===== src/rtl/carry_skip_adder_8.sv =====
// 8-bit carry-skip adder: two 4-bit ripple groups, each with a group-propagate
// bypass mux on its carry-out, and a registered {Cout, Sum} boundary.
module carry_skip_adder_8 (
  input  logic       clk,
  input  logic       rst_n,
  input  logic [7:0] A,
  input  logic [7:0] B,
  input  logic       Cin,
  output logic [7:0] Sum,
  output logic       Cout
);

  logic [7:0] p;
  logic [7:0] g;
  logic [4:0] c0;
  logic [4:0] c1;
  logic       grp0_p;
  logic       grp1_p;
  logic       grp0_cout;
  logic       grp1_cout;
  logic [7:0] sum_d;
  logic [7:0] sum_q;
  logic       cout_d;
  logic       cout_q;

  assign p = A ^ B;
  assign g = A & B;

  assign grp0_p = &p[3:0];
  assign grp1_p = &p[7:4];

  // Group 0 ripple chain, fed directly by Cin
  always_comb begin
    c0[0] = Cin;
    for (int i = 0; i < 4; i++) begin
      c0[i+1] = g[i] | (p[i] & c0[i]);
    end
  end

  // Inter-group carry must come from the skip mux so the critical path
  // from Cin bypasses the group 0 ripple when the group fully propagates.
  assign grp0_cout = grp0_p ? Cin : c0[4];

  always_comb begin
    c1[0] = grp0_cout;
    for (int i = 0; i < 4; i++) begin
      c1[i+1] = g[i+4] | (p[i+4] & c1[i]);
    end
  end

  assign grp1_cout = grp1_p ? grp0_cout : c1[4];

  always_comb begin
    sum_d  = 8'h00;
    for (int i = 0; i < 4; i++) begin
      sum_d[i]   = p[i]   ^ c0[i];
      sum_d[i+4] = p[i+4] ^ c1[i];
    end
    cout_d = grp1_cout;
  end

  always_ff @(posedge clk or negedge rst_n) begin
    if (!rst_n) begin
      sum_q  <= 8'h00;
      cout_q <= 1'b0;
    end else begin
      sum_q  <= sum_d;
      cout_q <= cout_d;
    end
  end

  assign Sum  = sum_q;
  assign Cout = cout_q;

endmodule


===== config.mk =====
export PLATFORM = sky130hd
export DESIGN_NAME = carry_skip_adder_8
export DESIGN_NICKNAME = d
export VERILOG_FILES = /design/src/rtl/carry_skip_adder_8.sv
export SDC_FILE = /design/constraint.sdc
export NUM_CORES = 1
export LEC_CHECK = 0
export ABC_CLOCK_PERIOD_IN_PS = 800
export BUFFER_PORTS_ARGS = -buffer_cell sky130_fd_sc_hd__buf_4
export CAP_MARGIN = 25
export CORE_MARGIN = 1.5
export CORE_UTILIZATION = 43
export DETAILED_ROUTE_END_ITERATION = 10
export MAX_ROUTING_LAYER = met4
export PLACE_DENSITY = 0.73
export REMOVE_ABC_BUFFERS = 1
export SLEW_MARGIN = 20
export SYNTH_ARGS = -nofsm -noshare
export SYNTH_HDL_FRONTEND = slang
export SYNTH_SLANG_ARGS = --single-unit

===== constraint.sdc =====
create_clock -name clk -period 0.8 [get_ports clk]
set_input_delay 0 -clock clk [delete_from_list [all_inputs] [get_ports clk]]
set_output_delay 0 -clock clk [all_outputs]
set_load 0.03 [all_outputs]

==> flow_summary.yaml <==
clock_tree:
  cts_buffer_depth: 2
  cts_buffers: 3
  clockRootBuffer: "clkbuf_4"
  post_cts_buffers: 0
  cts_tree: "done"
  clock_sinks: 9
  htree_levels: 1
  path_clk_slew_ns: 0.06
yosys:
  yosysSeqAreaShare_pct: 40.4
  synth_cell_types: 8
  synth_area_um2: 558
  synth.avg_cell_area_um2: 14.3
  syn_inst: 39
  yosys_warnings: 0
  ys_ff_latch: 9
  synth.top_cell.area_share_pct: 40.4
  yosys.area.top_type: "dfrtp_1"
  synthTopCellsByArea: "dfrtp_1 (40%), fa_1 (29%), ha_1 (18%), inv_1 (6.1%), mux2_4 (2.7%)"
setup_path:
  path_max_fanout: 2
  critPathLaunchType: "input pin"
  cp.required_ns: 1.00
  cp-end-kind: "register"
  crit_type: "input pin to register"
  arrival_ns: 3.28
pwr:
  leakagePower_nw: 0.471
  ir_worst_vdd_v: 0.000702
  powerDensity_nw_per_um2: 1720
run:
  max_cap_viol_count: 0
floorplanning:
  die_x_um: 39.0
  pin_count: 28
  fp.dieArea_um2: 1520
  die_h_um: 39.0
  core_um2: 1160
  start_util_pct: 48.3
  rows: 12
status:
  status: "finished, violations left"
  violations: "negative setup slack"
global_routing:
  grt-ovfl-total: 0
  grt_pass1_wl_um: 1990
  first_global_vias: 449
  grt_max_degree: 10
  antenna_found_initial: 0
  grt_usage_pct: 20.7
timing:
  max_slew_margin_pct: 91.3
  fmax_ghz: 0.324
  fin_ws_ns: -2.28
  slew_violations: 0
  rsz0062_at_grt: "yes"
  period_share_pct: 385
  period_needed_ns: 3.08
  tightestPinTransition_ns: 0.130
  hold_viol_final: 0
  final-setup-viol-count: 8
final_layout:
  nets: 113
  utilization_pct: 81.0
  diodes: 0
  layoutNonFillerInstCount: 91
  final_layout_size_suffix_gt1_share_pct: 67.5
  area_growth_pct: 67.7
routing:
  vias_per_cell: 4.56
  routed_wl_um: 1160
  vias: 415
  drc: 0
  drtIter0Drc: 4
  antenna_left: 0
  drtPass1Iterations: 4
  routedWlPerCell_um: 12.8
place:
  globalplace.congestion: 0.738
  portBuffers: 27
  dpl.cell_count: 86
worst_hold_path:
  min_path_type: "input pin to register"
per-layer routing:
metal	global-route usage, %	share of wire, %	vias up
li1	-	-	192
met1	23.2	36	203
met2	36.7	58	18
met3	3.47	5.5	2
met4	7.76	0.78	0
met5	-	0	-
final timing paths:
kind | from | to | slack, ns | depth (start not counted)
max in group asynchronous | rst_n | Cout | 0.56 | 2
min in group asynchronous | rst_n | Sum[5] | 0.11 | 2
setup / recovery | Cin | Sum[7] | -2.28 | 14
hold / removal | B[5] | Sum[5] | 0.06 | 2
worst max-delay path, stage by stage:
cell	delay, ns
buf_8	0.10
inv_4	0.04
fa_2	0.21
inv_2	0.04
fa_2	0.33
fa_2	0.35
fa_2	0.33
mux2_4	0.28
fa_2	0.37
fa_2	0.35
fa_2	0.34
inv_2	0.06
fa_2	0.43
inv_2	0.05
cells in the mapped netlist:
cell	n
dfrtp_1	9
fa_1	8
nand4_1	2
mux2_4	1
ha_1	8
inv_1	9
o21a_1	1
nand2_1	1
cells in the final DEF, fill, tap and decap left out, drive strengths merged:
cell type	n
dlygate4sd3	1
fa	8
clkbuf	4
buf	33
nand2	1
mux2	1
o21a	1
nand4	2
inv	9
ha	8
dfrtp	9
cell type report:
class / count / area (um^2)
Inverter: 9 / 38.8
Timing Repair Buffer: 34 / 307
Fill cell: 75 / 220
Multi-Input combinational cell: 21 / 322
Tap cell: 14 / 17.5
Clock buffer: 4 / 26.3
Sequential cell: 9 / 225
power breakdown:
group | switching (mW) | internal (mW) | leakage [nW]
Sequential | 0.0446 | 0.542 | 0.105
Combinational | 0.351 | 0.339 | 0.352
Clock | 0.140 | 0.191 | 0.0150
registers in the layout, indices dropped and copies added (netlist names):
| register | cells |
|---|---|
| Sum | 8 |
| Cout | 1 |
cells by family after synthesis:
kind of cell | after synthesis | share of synthesized area [%]
multiplexers | 1 | 2.69
buffers and inverters | 9 | 6.05
adder cells (fa/ha/maj) | 16 | 46.6
AND/OR/NAND/NOR | 3 | 2.91
flip-flops | 9 | 40.4
AO/OA/AOI/OAI | 1 | 1.35
through the flow:
step | setup slack, ns | setup TNS, ns | hold slack (ns) | power [mW] | cell area (um^2)
2_1_floorplan | -2.51 | -11.56 | -0.296 | 0.866 | 558
6_report | -2.28 | -10.14 | 0.0585 | 1.61 | 936
4_1_cts | -2.30 | -10.23 | 0.0501 | 1.54 | 896
3_3_place_gp | -2.78 | -13.34 | -0.177 | 1.15 | 823
3_5_place_dp | -2.82 | -13.64 | -0.174 | 1.18 | 823
5_1_grt | -2.36 | -10.52 | 0.0448 | 1.74 | 936
timing repair:
action | CTS | global route
endpoints found under the hold margin | 9 | 0
resized for setup | 18 | 12
gates cloned | 0 | 0
endpoints found under the setup margin | 8 | 17
hold buffers | 1 | 0
pin swaps | 3 | 1
(Power assumes the default switching activity.)
